## config.mk

```make
export PLATFORM = sky130hd
export DESIGN_NAME = btn_conditioner
export DESIGN_NICKNAME = d
export VERILOG_FILES = /design/src/rtl/btn_conditioner.sv
export SDC_FILE = /design/constraint.sdc
export NUM_CORES = 1
export LEC_CHECK = 0
export ABC_AREA = 1
export CAP_MARGIN = 20
export CORE_UTILIZATION = 50
export CTS_CLUSTER_DIAMETER = 60
export DETAILED_ROUTE_END_ITERATION = 10
export GPL_ROUTABILITY_DRIVEN = 0
export PLACE_DENSITY_LB_ADDON = 0.3
export SYNTH_ARGS = -nofsm -noshare
export SYNTH_HDL_FRONTEND = slang
export SYNTH_SLANG_ARGS = --single-unit
```

## constraint.sdc

```tcl
create_clock -name clk0 -period 3.6 [get_ports clk0]
set_clock_uncertainty 0.1 [all_clocks]
set_input_delay 0.54 -clock clk0 [delete_from_list [all_inputs] [get_ports clk0]]
set_output_delay 0.54 -clock clk0 [all_outputs]
set_load 0.005 [all_outputs]
```

## src/rtl/btn_conditioner.sv

```systemverilog
// btn_conditioner: debounces a start/stop button and a clear button into run/toggle/clear controls.
// Ports: clk0 clock, rst_n async active-low reset, btn/btn_2 raw buttons (high = pressed),
//   run registered run level, toggle_pulse one cycle per btn press,
//   clear_pulse one-cycle clear request, btn_db debounced levels {btn_2, btn}.
// Define LONG_PRESS_EN to make clear_pulse fire only after btn_2 is held for LONG_CYCLES.
module btn_conditioner #(
  parameter int DEBOUNCE_CYCLES = 1000000,
  parameter int LONG_CYCLES     = 100000000,
  parameter bit RUN_INIT        = 1'b1
) (
  input  logic       clk0,
  input  logic       rst_n,
  input  logic       btn,
  input  logic       btn_2,
  output logic       run,
  output logic       toggle_pulse,
  output logic       clear_pulse,
  output logic [1:0] btn_db
);
  localparam int CW = DEBOUNCE_CYCLES > 1 ? $clog2(DEBOUNCE_CYCLES) : 1;
  localparam logic [CW-1:0] CMAX = CW'(DEBOUNCE_CYCLES - 1);
  typedef enum logic [1:0] {IDLE, DB_PRESS, PRESSED, DB_REL} state_t;
  logic [1:0] sync1_q, sync2_q;
  state_t state_q [2];
  state_t state_d [2];
  logic [CW-1:0] cnt_q [2];
  logic [CW-1:0] cnt_d [2];
  logic [1:0] press;
  logic run_q, run_d, toggle_q, toggle_d, clear_q, clear_d;
  always_comb begin
    press = '0;
    for (int c = 0; c < 2; c++) begin
      state_d[c] = state_q[c];
      cnt_d[c]   = cnt_q[c];
      case (state_q[c])
        IDLE: if (sync2_q[c]) begin
          state_d[c] = DB_PRESS;
          cnt_d[c]   = '0;
        end
        DB_PRESS: if (!sync2_q[c]) state_d[c] = IDLE;
          else if (cnt_q[c] == CMAX) begin
            state_d[c] = PRESSED;
            press[c]   = 1'b1;
          end else cnt_d[c] = cnt_q[c] + 1'b1;
        PRESSED: if (!sync2_q[c]) begin
          state_d[c] = DB_REL;
          cnt_d[c]   = '0;
        end
        DB_REL: if (sync2_q[c]) state_d[c] = PRESSED;
          else if (cnt_q[c] == CMAX) state_d[c] = IDLE;
          else cnt_d[c] = cnt_q[c] + 1'b1;
        default: state_d[c] = IDLE;
      endcase
      btn_db[c] = state_q[c] == PRESSED || state_q[c] == DB_REL;
    end
    toggle_d = press[0];
    run_d    = press[0] ? ~run_q : run_q;
  end
`ifdef LONG_PRESS_EN
  localparam int HW = LONG_CYCLES > 1 ? $clog2(LONG_CYCLES) : 1;
  localparam logic [HW-1:0] HMAX = HW'(LONG_CYCLES - 1);
  logic [HW-1:0] hold_q, hold_d;
  logic done_q, done_d;
  // hold restarts only on a fresh press; done_q keeps a saturated hold from re-firing
  always_comb begin
    hold_d  = hold_q;
    done_d  = done_q;
    clear_d = 1'b0;
    if (press[1]) begin
      hold_d = '0;
      done_d = 1'b0;
    end else if (btn_db[1]) begin
      clear_d = hold_q == HMAX && !done_q;
      done_d  = done_q || clear_d;
      hold_d  = hold_q == HMAX ? hold_q : hold_q + 1'b1;
    end
  end
  always_ff @(posedge clk0 or negedge rst_n)
    if (!rst_n) begin
      hold_q <= '0;
      done_q <= 1'b0;
    end else begin
      hold_q <= hold_d;
      done_q <= done_d;
    end
`else
  always_comb clear_d = press[1];
`endif
  always_ff @(posedge clk0 or negedge rst_n)
    if (!rst_n) begin
      sync1_q  <= '0;
      sync2_q  <= '0;
      run_q    <= RUN_INIT;
      toggle_q <= 1'b0;
      clear_q  <= 1'b0;
      for (int c = 0; c < 2; c++) begin
        state_q[c] <= IDLE;
        cnt_q[c]   <= '0;
      end
    end else begin
      sync1_q  <= {btn_2, btn};
      sync2_q  <= sync1_q;
      run_q    <= run_d;
      toggle_q <= toggle_d;
      clear_q  <= clear_d;
      for (int c = 0; c < 2; c++) begin
        state_q[c] <= state_d[c];
        cnt_q[c]   <= cnt_d[c];
      end
    end
  assign run          = run_q;
  assign toggle_pulse = toggle_q;
  assign clear_pulse  = clear_q;
endmodule
```

==> metrics.md, run 1 <==
| Metric | Value |
|---|---|
| DR vias | `2945` |
| Worst Path Required | `3.67 ns` |
| CP Class | `reg2reg` |
| Worst rel slew slack | `0.507` |
| All-layer global routing usage | `0.238` |
| Starting Density | `0.529` |
| PwrDens | `293 nW/um^2` |
| Htree depth | `2` |
| Top cells by area, synth | `dfrtp_1 (39%), nand2_1 (19%), nor2_1 (7.2%), nand3_1 (6.6%), inv_1 (4.5%)` |
| WL final | `7.17 mm` |
| Top Layer Used | `met4` |
| Period minus WS final | `2.25 ns` |
| Crit-path slowest cell | `dfrtp_1` |
| DP HPWL | `5.25 mm` |
| Fin util | `0.561` |
| TritonCTS clock tree | `done` |
| GR Overflow Total | `0` |
| First-pass DRT Iterations | `7` |
| Worst vdd ir | `0.199 mV` |
| Post-synth top flop | `dfrtp_1` |
| Post-synth top area cell | `dfrtp_1` |
| Worst slew pin tran | `0.739 ns` |
| # resized after CTS | `0` |
| DP Area | `3300 sq um` |
| Post-Syn Area | `3190 sq um` |
| Post-CTS Setup Bufs | `0` |
| Wire per inst | `13.2 um` |
| # DRC | `0` |
| Post-synth cell types | `28` |
| Post-synthesis async set-or-reset flop share | `1.00` |
| Hold_ws | `0.124 ns` |
| Area share of and/or/nand/nor cells after synthesis | `0.416` |
| Yosys top cell area share | `0.392` |
| Cell chosen for the clock root | `clkbuf_8` |
| Largest family of logic cells by synthesized area | `simple AND/OR/NAND/NOR gates` |
| Most numerous cell in the Yosys netlist | `nand2_1` |
| Proportion of layout cells with a drive suffix above 1 | `0.0640` |
| Vias in the first global route | `2629` |
| Post-synth EDFFs | `0` |
| Chip width | `81.9 um` |
| # diodes | `0` |
| Critical-path cell list | `ha_1, nand3_2, inv_2, nand3_2, nor2_2, nor2_2, inv_2, nand2_1, o21ai_0` |
| Final Hold Violating Endpoints | `0` |
| CP top delay family | `simple AND/OR/NAND/NOR gates` |
| Port Buffers | `8` |
| Die Span Y | `81.9 um` |
| Total Nets Final | `474` |
| Fin cells | `544` |
| RSZ-0062 raised after global routing | `no` |
| Metal2 WL | `2.99 mm` |
| Post-synthesis adder-cell area fraction | `0.00785` |
| Vias/cell | `5.41` |
| Total of max-cap violations | `0` |
| Post-synthesis mux area share | `0` |
| Setup violators final | `0` |
| P&R area growth vs syn | `6.00%` |
| Cts hold-fix bufs | `0` |
| Met3 wire length | `537 um` |
| Crit end category | `flip-flop` |
| Worst-path fanout max | `29` |
| FP Rows | `28` |
| CP arrival | `2.32 ns` |
| Met1 Wirelength | `3.58 mm` |
| Setup_tns | `0 ns` |
| Area of the core | `6030 sq um` |
| Syn Inst Count | `464` |
| Post-route ant nets | `0` |
| Clock Latency Late Sink | `0.31 ns` |
| Synth Area in Compound Gates | `0.0663` |
| TritonCTS Buffers | `5` |
| Pin count of the biggest net entering global routing | `30` |
| First-pass GRT wire length | `12.3 mm` |
| DIE AREA | `6700 sq um` |
| Syn nets | `470` |
| Synth warn | `0` |
| Leakage | `1.41 nW` |
| Fmax | `445 MHz` |
| Slew Viols, Final | `0` |
| # fillers | `581` |
| DR iter-0 viols | `327` |
| Clock sink total | `51` |
| Antenna violations before repair | `0` |
| FF+latch count, synth | `51` |
| Fin crit share | `0.625` |
| Placed cell count | `536` |
| Post-Syn Area per Cell | `6.87 sq um` |
| Element type at the critical path start | `flip-flop` |
| Design Area, Final | `3380 sq um` |
| Clk slew on worst S/H paths | `0.10 ns` |
| Outcome | `finished clean` |
| Crit path buf inv count | `2` |
| Hold crit path type | `in2async` |
| Sequential area share after synthesis | `0.401` |
| Slowest stage delay, CP | `0.45 ns` |
| Synth top cells by count | `nand2_1 (162), nor2_1 (61), dfrtp_1 (50)` |
| CTS Buffer Depth | `2` |
| IO Count | `9` |
| Synth Area in XOR/XNOR | `0.0302` |
[state kept, by name (all words and copies together) (netlist names), named ones only]
| signal | flops |
|---|---|
| toggle_pulse | 1 |
| run | 1 |
| sync2_q | 2 |
| state_q | 2 |
| sync1_q | 2 |
| clear_pulse | 1 |
| cnt_q | 40 |
[routing by layer]
| metal | vias to the layer above | track usage |
|---|---|---|
| li1 | 1495 | - |
| met1 | 1340 | 0.367 |
| met2 | 105 | 0.336 |
| met3 | 5 | 0.0344 |
| met4 | 0 | 0.0702 |
| met5 | - | 0 |
[layout make-up]
class | instances | area [sq um] | area share
flip-flops and latches | 51 | 1280 | 0.378
repair buffers | 10 | 103 | 0.0304
clock buffers | 5 | 68.8 | 0.0204
clock inverters | 3 | 15.0 | 0.00444
inverters | 42 | 164 | 0.0485
well taps | 75 | 93.8 | 0.0278
multi-input cells | 358 | 1660 | 0.491
[power by group]
part / internal (W) / switching (W) / leakage [nW]
logic: 0.0000175 / 0.0000433 / 0.676
registers: 0.000584 / 0.0000163 / 0.691
clock network: 0.000134 / 0.000196 / 0.0477
[cells in the final DEF (no fill, tap or decap), drive strengths merged, types with 4 or more instances in the layout]
| master | instances |
|---|---|
| nand3 | 46 |
| and2 | 4 |
| nand2 | 162 |
| nor3 | 9 |
| clkinv | 4 |
| xor2 | 8 |
| dfrtp | 50 |
| clkdlybuf4s50 | 7 |
| inv | 41 |
| nand4 | 21 |
| o21ai | 34 |
| nor2 | 65 |
| clkbuf | 5 |
[stage by stage]
step / setup WS [ns] / total power, W
after floorplan: 1.90 / 0.000650
after global placement: 1.50 / 0.000668
after detailed placement: 1.35 / 0.000673
after CTS: 1.36 / 0.00100
after global routing: 1.07 / 0.00104
final: 1.35 / 0.000991
[cell families (layout without fill, tap and decap cells)]
group / after synthesis / count (layout)
compound gates: 37 / 37
buf+inv: 55 / 60
fa+ha+maj: 2 / 2
xor+xnor: 11 / 11
flops: 51 / 51
simple gates: 308 / 308
[final timing paths]
kind	from	endpoint	slack [ns]	cells past startpoint
hold / removal	rst_n	cnt_q[26]	0.12	1
max in group asynchronous	rst_n	run	2.66	2
min in group clk0	sync1_q[0]	sync2_q[0]	0.26	0
setup reg to reg	cnt_q[0]	cnt_q[14]	1.35	9
setup / recovery	cnt_q[0]	cnt_q[14]	1.35	9
hold reg to reg	sync1_q[0]	sync2_q[0]	0.26	0
No activity file was read; power rests on OpenSTA's default activity.
==> inputs of run 2 (changes only) <==
clock period = 2.25 ns   (was 3.6 ns; I/O delays follow)
==> run 2 against run 1 <==
- the run now ends with negative hold slack left
- clock power increased by 58%
- wire length decreased by 1.1%
- utilization increased by 0.50 points
- clock-buffer cell count unchanged
- total power increased by 60%
- combinational power increased by 74%
- worst hold slack got worse by 0.15 ns
- sequential power increased by 59%
- die area unchanged
- sequential share of layout area decreased by 0.33 points
- via count increased by 0.27%
- worst setup slack got worse by 1.1 ns
- critical path type unchanged
- largest cell class unchanged
- highest routed layer unchanged
==> metrics.md, run 2 (synthesized netlist as in run 1, its figures left out) <==
| Metric | Value |
|---|---|
| Outcome | `finished, violations left` |
| Failing checks | `negative hold slack` |
| CTS Buffer Depth | `2 (unchanged)` |
| WL final | `7.09 mm (-1.1%)` |
| Setup_tns | `0 ns (unchanged)` |
| Crit end category | `flip-flop` |
| Area of the core | `6030 sq um (unchanged)` |
| Worst vdd ir | `0.277 mV (+39%)` |
| Hold_ws | `-0.0272 ns (-0.151 ns)` |
| Cts hold-fix bufs | `0 (unchanged)` |
| Pin count of the biggest net entering global routing | `34 (+13%)` |
| P&R area growth vs syn | `6.95%` |
| Leakage | `1.43 nW (+1.2%)` |
| Fmax | `502 MHz (+13%)` |
| DP HPWL | `5.19 mm (-1.2%)` |
| Period minus WS final | `1.99 ns (-0.257 ns)` |
| Proportion of layout cells with a drive suffix above 1 | `0.0699 (+0.00595)` |
| Most frequent cells in the layout | `nand2_1 (162), nor2_1 (61), dfrtp_1 (50)` |
| GR Overflow Total | `0 (unchanged)` |
| Cell chosen for the clock root | `clkbuf_8` |
| DR vias | `2953 (+0.27%)` |
| Clk slew on worst S/H paths | `0.10 ns (about the same)` |
| P_int | `0.00118 W (+60%)` |
| PwrDens | `463 nW/um^2 (+58%)` |
| TritonCTS Buffers | `5 (unchanged)` |
| Antenna violations before repair | `0 (unchanged)` |
| # diodes | `0 (unchanged)` |
| Element type at the critical path start | `flip-flop` |
| Switch Pwr | `0.000401 W (+57%)` |
| Seq pwr share | `0.604 (-0.002)` |
| Die Span Y | `81.9 um (unchanged)` |
| Port Buffers | `8 (unchanged)` |
| Worst Path Required | `2.33 ns (-1.34 ns)` |
| Setup violators final | `0 (unchanged)` |
| Vias/cell | `5.40 (-0.28%)` |
| Fin crit share | `0.885 (+0.261)` |
| Worst-path fanout max | `29 (unchanged)` |
| Total of max-cap violations | `0 (unchanged)` |
| Comb power frac | `0.067 (+0.006)` |
| FP Rows | `28 (unchanged)` |
| Switching Fraction | `0.254 (-0.00417)` |
| R2r setup slk | `0.26 ns (-1.09 ns)` |
| CP arrival | `2.07 ns (-0.25 ns)` |
| Wire per inst | `13.0 um (-1.7%)` |
| DIE AREA | `6700 sq um (unchanged)` |
| Clk network pwr share | `0.329 (-0.004)` |
| Post-route ant nets | `0 (unchanged)` |
| All-layer global routing usage | `0.235 (-0.00243)` |
| Register bank with the most flops | `cnt_q` |
| First-pass GRT wire length | `12.0 mm (-2.1%)` |
| Max reg flops | `40 (unchanged)` |
| Total Nets Final | `477 (+0.63%)` |
| IO Count | `9 (unchanged)` |
| TritonCTS clock tree | `done` |
| Clock Latency Late Sink | `0.31 ns (about the same)` |
| RSZ-0062 raised after global routing | `no` |
| Pwr Total | `0.00158 W (+60%)` |
| Commonest non-fill, non-tap cell in the layout | `nand2_1` |
| Worst rel slew slack | `0.520 (+0.0129)` |
| Chip width | `81.9 um (unchanged)` |
| Slew Viols, Final | `0 (unchanged)` |
| Vias in the first global route | `2611 (-0.68%)` |
| Htree depth | `2 (unchanged)` |
| Final Hold Violating Endpoints | `30 (+30)` |
| # DRC | `0 (unchanged)` |
| Starting Density | `0.529 (unchanged)` |
| First-pass DRT Iterations | `5 (-2)` |
| Hold crit path type | `in2async` |
| Worst slew pin tran | `0.720 ns (-0.0194 ns)` |
| DR iter-0 viols | `350 (+7.0%)` |
| Clock sink total | `51 (unchanged)` |
| CP Class | `reg2reg` |
-- run 2: layout make-up --
class                      count  area [sq um]
fill                         579          2620
tap                           75          93.8
timing repair buffer          13           125
inverter                      42           166
clock inverter                 3          15.0
multi-input combinational    358          1660
sequential                    51          1280
clock buffer                   5          68.8
-- run 2: repair_timing --
action / 4_1_cts / 5_1_grt
setup endpoints to repair: 0 / 19
resized for setup: 0 / 3
setup buffers: 0 / 1
-- run 2: path summary, 6_finish.rpt --
path / startpoint / endpoint / depth (start not counted)
setup / recovery: cnt_q[0] / cnt_q[15] / 8
hold / removal: rst_n / cnt_q[26] / 1
setup reg to reg: cnt_q[0] / cnt_q[15] / 8
hold reg to reg: sync1_q[1] / sync2_q[1] / 0
max in group asynchronous: rst_n / sync2_q[1] / 2
min in group clk0: sync1_q[1] / sync2_q[1] / 0
-- run 2: metrics by stage --
step,std cells,setup WS (ns),instance area (sq um),hold WS (ns),util
finish,547,0.258,3410,-0.0272,0.566
global route,547,0.0501,3410,0.0511,0.566
CTS,546,0.0322,3380,0.0113,0.561
detailed placement,538,0.0332,3300,0.235,0.547
global placement,538,0.156,3300,0.236,0.547
floorplan,464,0.545,3190,-0.0581,-
-- run 2: metal layers --
| layer | global-route usage | wire [um] | share of wire | vias to the layer above |
|---|---|---|---|---|
| li1 | - | - | - | 1497 |
| met1 | 0.358 | 3590 | 0.51 | 1335 |
| met2 | 0.334 | 2890 | 0.41 | 109 |
| met3 | 0.0433 | 507 | 0.072 | 12 |
| met4 | 0.0684 | 99 | 0.014 | 0 |
| met5 | 0 | 0 | 0 | - |
-- run 2: worst max-delay path: stages, from the launching register on --
cell and delay (ns):
dfrtp_1 0.44, ha_1 0.33, nand3_2 0.17, inv_2 0.12
nand3_2 0.09, nor2_2 0.16, nor2_4 0.09, inv_4 0.22
o21ai_0 0.13
-- run 2: power by group through the flow --
stage / Clock [W] / Combinational (W) / Sequential (W)
2_1_floorplan: 0 / 0.0000719 / 0.000968
3_3_place_gp: 0 / 0.000100 / 0.000972
3_5_place_dp: 0 / 0.000103 / 0.000973
4_1_cts: 0.000538 / 0.000103 / 0.000955
5_1_grt: 0.000571 / 0.000121 / 0.000959
6_report: 0.000520 / 0.000106 / 0.000955
==> inputs of run 3 (changes only) <==
MAX_ROUTING_LAYER = met4   (was default)
==> run 3 against run 2 <==
- the run still ends with negative hold slack left
- register-to-register slack barely moved
- cell area unchanged
- utilization unchanged
- global-route usage is 0.64 points higher
- maximum frequency rose by 0.22%
- clock power is essentially flat
- worst hold slack better by 0.0048 ns
- wire length decreased by 0.14%
- non-clock buffer count is the same
- combinational power is essentially flat
- clock-buffer cell count unchanged
- critical path depth unchanged
- critical path type unchanged
- critical endpoint unchanged
- largest cell class unchanged
==> metrics.md, run 3 (synthesized netlist as in run 1, its figures left out) <==
| Metric | Value |
|---|---|
| Wire per inst | `12.9 um (-0.14%)` |
| Vias in the first global route | `2611 (unchanged)` |
| Total Nets Final | `477 (unchanged)` |
| First-pass GRT wire length | `12.0 mm (about the same)` |
| Worst slew pin tran | `0.730 ns (+0.00990 ns)` |
| Clock sink total | `51 (unchanged)` |
| Area of the multi-input gates | `1660 sq um (unchanged)` |
| TritonCTS clock tree | `done` |
| Fmax | `503 MHz (+0.22%)` |
| DP Area | `3300 sq um (unchanged)` |
| Worst-path fanout max | `29 (unchanged)` |
| Chip width | `81.9 um (unchanged)` |
| FP Rows | `28 (unchanged)` |
| Area of the core | `6030 sq um (unchanged)` |
| Total of max-cap violations | `0 (unchanged)` |
| Design Area, Final | `3410 sq um (unchanged)` |
| TritonCTS Buffers | `5 (unchanged)` |
| Clock Latency Late Sink | `0.31 ns (about the same)` |
| Htree depth | `2 (unchanged)` |
| PwrDens | `463 nW/um^2 (-0.16%)` |
| Pwr Total | `0.00158 W (-0.16%)` |
| P_int | `0.00118 W (about the same)` |
| CTS Buffer Depth | `2 (unchanged)` |
| GR Overflow Total | `0 (unchanged)` |
| Starting Density | `0.529 (unchanged)` |
| Met3 wire length | `508 um (+0.20%)` |
| Failing checks | `negative hold slack` |
| Slew Viols, Final | `0 (unchanged)` |
| All-layer global routing usage | `0.241 (+0.00637)` |
| Vias/cell | `5.40 (about the same)` |
| Fin crit share | `0.884 (-0.00193)` |
| Top Layer Used | `met4` |
| Post-place setup slack | `0.0332 ns (unchanged)` |
| Met1 Wirelength | `3.61 mm (+0.61%)` |
| Period minus WS final | `1.99 ns (-0.00433 ns)` |
| Final Hold Violating Endpoints | `26 (-13%)` |
| Setup violators final | `0 (unchanged)` |
| # fillers | `579 (unchanged)` |
| Proportion of layout cells with a drive suffix above 1 | `0.0699 (unchanged)` |
| Setup_tns | `0 ns (unchanged)` |
| Switching Fraction | `0.253 (-0.00114)` |
| CP Class | `reg2reg` |
| DIE AREA | `6700 sq um (unchanged)` |
| Hold crit path type | `in2async` |
| Outcome | `finished, violations left` |
| Pin count of the biggest net entering global routing | `34 (unchanged)` |
| Comb power frac | `0.067 (about the same)` |
| Metal2 WL | `2.87 mm (-0.73%)` |
| Element type at the critical path start | `flip-flop` |
| IO Count | `9 (unchanged)` |
| Register bank with the most flops | `cnt_q` |
| Switch Pwr | `0.000399 W (-0.61%)` |
| Clk network pwr share | `0.328 (about the same)` |
| Cell chosen for the clock root | `clkbuf_8` |
| # diodes | `0 (unchanged)` |
| PnR worst setup slack | `0.262 ns (+0.00433 ns)` |
| WL final | `7.08 mm (-0.14%)` |
| Hold_ws | `-0.0224 ns (+0.00480 ns)` |
| DR vias | `2954 (+0.034%)` |
| Port Buffers | `8 (unchanged)` |
| Die Span Y | `81.9 um (unchanged)` |
| Most frequent cells in the layout | `nand2_1 (162), nor2_1 (61), dfrtp_1 (50)` |
| Max reg flops | `40 (unchanged)` |
| Crit end category | `flip-flop` |
| Worst Path Required | `2.33 ns (about the same)` |
| Commonest non-fill, non-tap cell in the layout | `nand2_1` |
| Worst rel slew slack | `0.514 (-0.00660)` |
| DR iter-0 viols | `329 (-6.0%)` |
| Antenna violations before repair | `0 (unchanged)` |
| Clk slew on worst S/H paths | `0.10 ns (about the same)` |
| # DRC | `0 (unchanged)` |
| First-pass DRT Iterations | `6 (+1)` |
| Storage element area | `1280 sq um (unchanged)` |
| P&R area growth vs syn | `6.95% (unchanged)` |
| CP arrival | `2.06 ns (about the same)` |
| Leakage | `1.43 nW (unchanged)` |
| Seq pwr share | `0.605 (about the same)` |
| Post-route ant nets | `0 (unchanged)` |
| DP HPWL | `5.19 mm (unchanged)` |
| RSZ-0062 raised after global routing | `no` |
| Worst vdd ir | `0.277 mV (about the same)` |
run 3: cell counts in the layout (fill, tap and decap cells not counted):
No cell type changed its count.
run 3: timing repair:
action | in CTS | in global routing
resized for setup | 0 | 3
hold buffers | 0 | 0
buffers inserted | 0 | 1
endpoints found under the setup margin | 0 | 19
run 3: routing by layer:
metal / vias up / track usage
met4: 0 / 0.0684
li1: 1497 / -
met5: - / -
met1: 1337 / 0.356
met3: 12 / 0.0433
met2: 108 / 0.335
run 3: critical path, cell delays in order, from the launching register on:
cell,delay (ns)
dfrtp_1,0.44
ha_1,0.33
nand3_2,0.16
inv_2,0.12
nand3_2,0.09
nor2_2,0.16
nor2_4,0.09
inv_4,0.22
o21ai_0,0.13
run 3: final timing paths:
check / start / to / slack, ns / cells past startpoint
max: cnt_q[0] / cnt_q[15] / 0.26 / 8
min: rst_n / cnt_q[26] / -0.02 / 1
max reg2reg: cnt_q[0] / cnt_q[15] / 0.26 / 8
min reg2reg: sync1_q[1] / sync2_q[1] / 0.25 / 0
max in group asynchronous: rst_n / sync2_q[1] / 1.43 / 2
min in group clk0: sync1_q[1] / sync2_q[1] / 0.25 / 0
run 3: power groups by stage:
stage / registers (W) / clock network [W] / logic (W)
final: 0.000955 / 0.000517 / 0.000105
after global routing: 0.000959 / 0.000571 / 0.000121
after CTS: 0.000955 / 0.000538 / 0.000103
after detailed placement: 0.000973 / 0 / 0.000103
after global placement: 0.000972 / 0 / 0.000100
after floorplan: 0.000968 / 0 / 0.0000719
run 3: final cells by class:
cell class              instances  share of cell area
multi-input cells             358               0.488
clock inverters                 3             0.00440
repair buffers                 13              0.0367
well taps                      75              0.0275
flip-flops and latches         51               0.375
inverters                      42              0.0488
clock buffers                   5              0.0202
run 3: per-stage QoR:
step / util / hold slack, ns / std cells
6_report: 0.566 / -0.0224 / 547
5_1_grt: 0.566 / 0.0455 / 547
4_1_cts: 0.561 / 0.0113 / 546
3_5_place_dp: 0.547 / 0.235 / 538
3_3_place_gp: 0.547 / 0.236 / 538
2_1_floorplan: - / -0.0581 / 464
